[src/rtl/uart_tx_arbiter.sv]
// uart_tx_arbiter: round-robin sharing of one uart_tx among NUM_REQ byte
// producers, with an inter-frame idle gap and a tx_done watchdog.
//
// state        | meaning
// -------------+---------------------------------------------------------
// ST_IDLE      | waiting for a valid requester and an idle transmitter
// ST_ISSUE     | one-cycle tx_start, watchdog cleared
// ST_WAIT_DONE | frame in flight, watchdog counting towards abort
// ST_GAP       | enforced idle gap, requests ignored
module uart_tx_arbiter #(
    parameter int NUM_REQ      = 4,
    parameter int GAP_CLKS     = 16,
    parameter int TIMEOUT_CLKS = 20000
) (
    input  logic                       clk,
    input  logic                       rst,
    input  logic [NUM_REQ-1:0]         req_valid,
    input  logic [8*NUM_REQ-1:0]       req_data,
    output logic [NUM_REQ-1:0]         req_ready,
    output logic [NUM_REQ-1:0]         req_done,
    output logic                       tx_start,
    output logic [7:0]                 tx_data,
    input  logic                       tx_done,
    input  logic                       tx_active,
    output logic [$clog2(NUM_REQ)-1:0] grant_id,
    output logic                       busy,
    output logic                       timeout_err
);

    localparam int IDW = $clog2(NUM_REQ);
    localparam int WDW = $clog2(TIMEOUT_CLKS);
    // GAP_CLKS = 0 would give a zero-width counter; keep one unused bit instead.
    localparam int GW  = (GAP_CLKS > 0) ? $clog2(GAP_CLKS + 1) : 1;
    localparam logic [WDW-1:0] WD_LAST  = WDW'(TIMEOUT_CLKS - 1);
    localparam logic [GW-1:0]  GAP_LAST = (GAP_CLKS > 0) ? GW'(GAP_CLKS - 1) : '0;

    typedef enum logic [1:0] {
        ST_IDLE,
        ST_ISSUE,
        ST_WAIT_DONE,
        ST_GAP
    } state_t;

    state_t         state;
    state_t         state_nxt;
    logic [IDW-1:0] last_grant;
    logic [IDW-1:0] winner;
    logic           found;
    logic [7:0]     winner_data;
    logic           accept;
    logic           frame_end;
    logic           wd_expire;
    logic [WDW-1:0] wd_cnt;
    logic [GW-1:0]  gap_cnt;

    // Round-robin search: first valid index after the last grant, wrapping.
    always_comb begin
        logic [IDW-1:0] cand;
        found       = 1'b0;
        winner      = '0;
        winner_data = 8'h00;
        cand        = '0;
        for (int i = 1; i <= NUM_REQ; i++) begin
            cand = IDW'((int'(last_grant) + i) % NUM_REQ);
            if (!found && req_valid[cand]) begin
                found  = 1'b1;
                winner = cand;
            end
        end
        for (int i = 0; i < NUM_REQ; i++) begin
            if (winner == IDW'(i)) begin
                winner_data = req_data[8*i +: 8];
            end
        end
    end

    assign accept    = (state == ST_IDLE) && found && !tx_active;
    assign frame_end = (state == ST_WAIT_DONE) && (tx_done || (wd_cnt == WD_LAST));
    // tx_done on the expiry cycle counts as a normal completion.
    assign wd_expire = (state == ST_WAIT_DONE) && !tx_done && (wd_cnt == WD_LAST);

    // Combinational handshake and status outputs; ready is held low while in reset.
    always_comb begin
        req_ready = '0;
        for (int i = 0; i < NUM_REQ; i++) begin
            req_ready[i] = accept && !rst && (winner == IDW'(i));
        end
        tx_start = (state == ST_ISSUE);
        busy     = (state != ST_IDLE);
    end

    // State register.
    always_ff @(posedge clk or posedge rst) begin
        if (rst) begin
            state <= ST_IDLE;
        end else begin
            state <= state_nxt;
        end
    end

    // Next-state logic.
    always_comb begin
        state_nxt = state;
        case (state)
            ST_IDLE: begin
                if (accept) begin
                    state_nxt = ST_ISSUE;
                end
            end
            ST_ISSUE: begin
                state_nxt = ST_WAIT_DONE;
            end
            ST_WAIT_DONE: begin
                if (frame_end) begin
                    state_nxt = (GAP_CLKS > 0) ? ST_GAP : ST_IDLE;
                end
            end
            ST_GAP: begin
                if (gap_cnt == '0) begin
                    state_nxt = ST_IDLE;
                end
            end
            default: begin
                state_nxt = ST_IDLE;
            end
        endcase
    end

    // Capture the winning byte and index at the accept edge; held until the next accept.
    always_ff @(posedge clk or posedge rst) begin
        if (rst) begin
            tx_data    <= 8'h00;
            grant_id   <= '0;
            last_grant <= IDW'(NUM_REQ - 1);
        end else if (accept) begin
            tx_data    <= winner_data;
            grant_id   <= winner;
            last_grant <= winner;
        end
    end

    // Watchdog: cleared at issue, counts up while waiting, saturates at its last value.
    always_ff @(posedge clk or posedge rst) begin
        if (rst) begin
            wd_cnt <= '0;
        end else if (state == ST_ISSUE) begin
            wd_cnt <= '0;
        end else if ((state == ST_WAIT_DONE) && (wd_cnt != WD_LAST)) begin
            wd_cnt <= wd_cnt + 1'b1;
        end
    end

    // Gap timer: loaded at frame end, counts down to zero through the gap.
    always_ff @(posedge clk or posedge rst) begin
        if (rst) begin
            gap_cnt <= '0;
        end else if (frame_end) begin
            gap_cnt <= GAP_LAST;
        end else if ((state == ST_GAP) && (gap_cnt != '0)) begin
            gap_cnt <= gap_cnt - 1'b1;
        end
    end

    // Completion and abort pulses, one cycle after the frame ends.
    always_ff @(posedge clk or posedge rst) begin
        if (rst) begin
            req_done    <= '0;
            timeout_err <= 1'b0;
        end else begin
            for (int i = 0; i < NUM_REQ; i++) begin
                req_done[i] <= frame_end && (grant_id == IDW'(i));
            end
            timeout_err <= wd_expire;
        end
    end

endmodule
[config.mk]
export PLATFORM = sky130hd
export DESIGN_NAME = uart_tx_arbiter
export DESIGN_NICKNAME = d
export VERILOG_FILES = /design/src/rtl/uart_tx_arbiter.sv
export SDC_FILE = /design/constraint.sdc
export NUM_CORES = 1
export LEC_CHECK = 0
export ABC_AREA = 1
export CELL_PAD_IN_SITES_DETAIL_PLACEMENT = 1
export CELL_PAD_IN_SITES_GLOBAL_PLACEMENT = 1
export CORE_MARGIN = 2
export CORE_UTILIZATION = 32
export CTS_CLUSTER_DIAMETER = 150
export DETAILED_ROUTE_END_ITERATION = 6
export PLACE_DENSITY_LB_ADDON = 0.25
export SYNTH_ARGS = -nofsm -noshare
export SYNTH_HDL_FRONTEND = slang
export SYNTH_SLANG_ARGS = --single-unit
[constraint.sdc]
create_clock -name clk -period 1.98 [get_ports clk]
set_input_delay 0.297 -clock clk [delete_from_list [all_inputs] [get_ports clk]]
set_output_delay 0.297 -clock clk [all_outputs]
set_load 0.02 [all_outputs]
==> out/results.ini <==
[outcome]
status = complete, but fails checks
violations = negative setup slack

[global_routing]
grt_max_degree = 40
antenna_found_initial = 0
grt_pass1_wl_mm = 13.1
overflow = 0
grt_usage_pct = 18.9
first_global_vias = 2823

[sta]
skew_ns = 0.00519
hold_viol_final = 0
finalCritPeriodShare_pct = 122
fin_ws_ns = -0.440
worst-slew-pin-transition_ns = 0.496
setup_viol = 15
period_needed_ns = 2.42
slew_headroom_pct = 66.9
rsz0062_at_grt = yes
clock.fmax_mhz = 413
tns_ns = -3.80
slew_violations = 0

[logic_synthesis]
netlist-cell-type-count = 34
synth_compound_area_share_pct = 9.01
synth_xor_area_share_pct = 0.354
postSynthNetCount = 393
synthArstFlopShare_pct = 100
synth_area_mm2 = 0.00247
yosysWarnings = 0
synth.area.mux_share_pct = 0
synth.yosys.seq_area_share_pct = 39.6
synth_seq_cells = 39
synthFlopType = dfrtp_1
synth_edf_count = 0
synthCells = 345
synthAdderAreaFrac_pct = 4.05
synth-simple-area-share_pct = 37.2
synth_top_family_by_area = simple AND/OR/NAND/NOR gates
postSynthAreaPerCell_um2 = 7.16

[drt]
detail_route.wl_per_cell_um = 14.3
dr_total_vias = 2669
drt_wl_total_mm = 7.77
via_per_inst = 4.92
post-route-drc-count = 0
antenna_left = 0
drtIter0Drc = 51
drt-pass1-iter-count = 4

[worst_hold_path]
hold_path_class = reg2reg
holdPathEnd = gap_cnt[4]
hp-start = gap_cnt[4]
min_delay_path_depth = 1

[floorplan]
core_area_mm2 = 0.00761
io_pins = 61
dieWidth_um = 91.9
die_h_um = 91.9
die-area_mm2 = 0.00844
rows = 32
start_util_pct = 32.5

[clock_tree]
cts.clk_slew.worst_paths_ns = 0.08
numClockSinks = 39
root_buffer = clkbuf_8
cts_tree = built
h-tree-depth = 2
cts_buffers = 5
clk_latency_ns = 0.29
cts_buffer_depth = 2

[final_layout]
finalNetCount = 488
final_cell_area_mm2 = 0.00382
drive_above_1_share_pct = 25.9
n_fill_cell = 989
num_antenna_cells = 0
area_delta_synth_final_pct = 54.5

[critical_path]
r2r_start = last_grant[0]
worstPathRequired_ns = 1.68
worst_r2r_endpoint = tx_data[7]
endpoint_kind = output port
worst_ep_arrival_time_ns = 2.12
path_class = reg2out
cp_max_fo = 8
rrSetupSlack_ns = -0.29
r2r_cells = 15
critPathLaunchType = flop

[run]
max-cap-violations = 0

[power_and_ir_drop]
peakVddDrop_v = 0.00186
power_density_mw_per_mm2 = 1610
finalPower_w = 0.00615
p_leak_nw = 1.82

[placement]
placed_area_mm2 = 0.00344
port_buffers = 60
dp_hpwl_mm = 5.88
gp_congestion = 0.887

==> per-stage QoR <==
step	cells	util (%)	hold slack, ns	worst slack [ns]
6_report	543	50.2	0.475	-0.440
5_1_grt	543	50.2	0.496	-0.547
4_1_cts	541	48.9	0.473	-0.393
3_5_place_dp	529	45.2	0.458	-0.718
3_3_place_gp	529	45.2	0.450	-0.682
2_1_floorplan	345	-	0.425	-0.157
==> area by class of cell <==
type	instances	area [um2]	area share (%)
Multi-Input combinational cell	249	1510	39.5
Sequential cell	39	978	25.6
Timing Repair Buffer	96	908	23.8
Inverter	49	196	5.15
Tap cell	102	128	3.34
Clock buffer	8	100	2.62
==> state kept, by name, indices dropped and copies added, names as in the netlist <==
name and flops:
gap_cnt 5, req_done 4, grant_id 2, state 2, last_grant 2, timeout_err 1, wd_cnt 15, tx_data 8
==> timing repair <==
| action | in CTS | in global routing |
|---|---|---|
| hold buffers | 0 | 0 |
| gates cloned | 0 | 0 |
| buffers inserted | 5 | 3 |
| pin swaps | 9 | 14 |
| endpoints found under the setup margin | 16 | 25 |
| gates resized for setup | 63 | 31 |
==> synthesized netlist by cell type (2+ instances only) <==
master | number | share of area (%)
clkbuf_1 | 2 | 0.30
dfrtp_1 | 37 | 37
o21ai_1 | 2 | 0.41
a21oi_1 | 11 | 2.2
ha_1 | 8 | 4.1
nor4_1 | 2 | 0.51
nor3b_1 | 2 | 0.61
o21ai_0 | 24 | 4.9
inv_2 | 4 | 0.61
buf_4 | 2 | 0.61
nand2_2 | 2 | 0.51
inv_1 | 44 | 6.7
buf_2 | 2 | 0.41
nand4_1 | 10 | 2.5
nand2_1 | 97 | 15
nor2_2 | 4 | 1.0
nor3_1 | 18 | 3.6
a211oi_1 | 2 | 0.61
nand3_2 | 3 | 1.2
nand3b_1 | 2 | 0.61
dfstp_2 | 2 | 2.1
buf_6 | 2 | 0.91
nor2_1 | 16 | 2.4
nand3_1 | 37 | 7.5
==> metal layers <==
layer / wire [um] / up-vias / global-route usage [%]
met5: 0 / - / 0
li1: - / 1311 / -
met4: 78 / 0 / 4.23
met1: 3250 / 1293 / 23.0
met2: 4070 / 58 / 33.9
met3: 375 / 7 / 4.11
==> critical path, cell delays in order (launching register included) <==
cell and delay, ns:
dfstp_2 0.62, buf_6 0.17, nand2_1 0.08, nand2_2 0.10, nand2_2 0.08, nand3_2 0.10, nand2_1 0.08, nand2_2 0.09
nand3_4 0.13, inv_6 0.11, nand2_4 0.07, nor2_4 0.11, buf_6 0.12
==> cell families after synthesis <==
| kind of cell | count (synthesis) |
|---|---|
| simple gates | 198 |
| buf+inv | 57 |
| compound gates | 42 |
| flops | 39 |
| fa+ha+maj | 8 |
| xor+xnor | 1 |
==> worst max path at each step <==
stage                     cells after the start  slack, ns           from      endpoint
after floorplan                              12      -0.16  last_grant[0]  req_ready[0]
after global placement                        8      -0.68   req_valid[0]  req_ready[1]
after detailed placement                     12      -0.72   req_valid[1]  req_ready[0]
after CTS                                    11      -0.39  last_grant[0]  req_ready[2]
after global routing                         12      -0.55  last_grant[0]  req_ready[3]
final                                        12      -0.44  last_grant[0]  req_ready[3]
==> where the power goes <==
group	total, W	internal [W]	switching, W	leakage, nW
registers	0.00119	0.00103	0.000167	0.502
logic	0.00437	0.00184	0.00253	1.26
clock network	0.000588	0.000318	0.000270	0.0515
==> cells in the final DEF (no fill, tap or decap), drive strengths merged, types with 2 or more instances in the layout <==
master         instances
nor3                  18
o21ai                 26
nor3b                  2
buf                   40
nand4                 10
clkdlybuf4s50         54
nor4                   2
ha                     8
or2                    2
nand3b                 2
clkbuf                 9
nand2                100
dfstp                  2
a21oi                 11
dfrtp                 37
a211oi                 2
nor2                  20
inv                   48
nand3                 41
No activity file was read; power rests on OpenSTA's default activity.
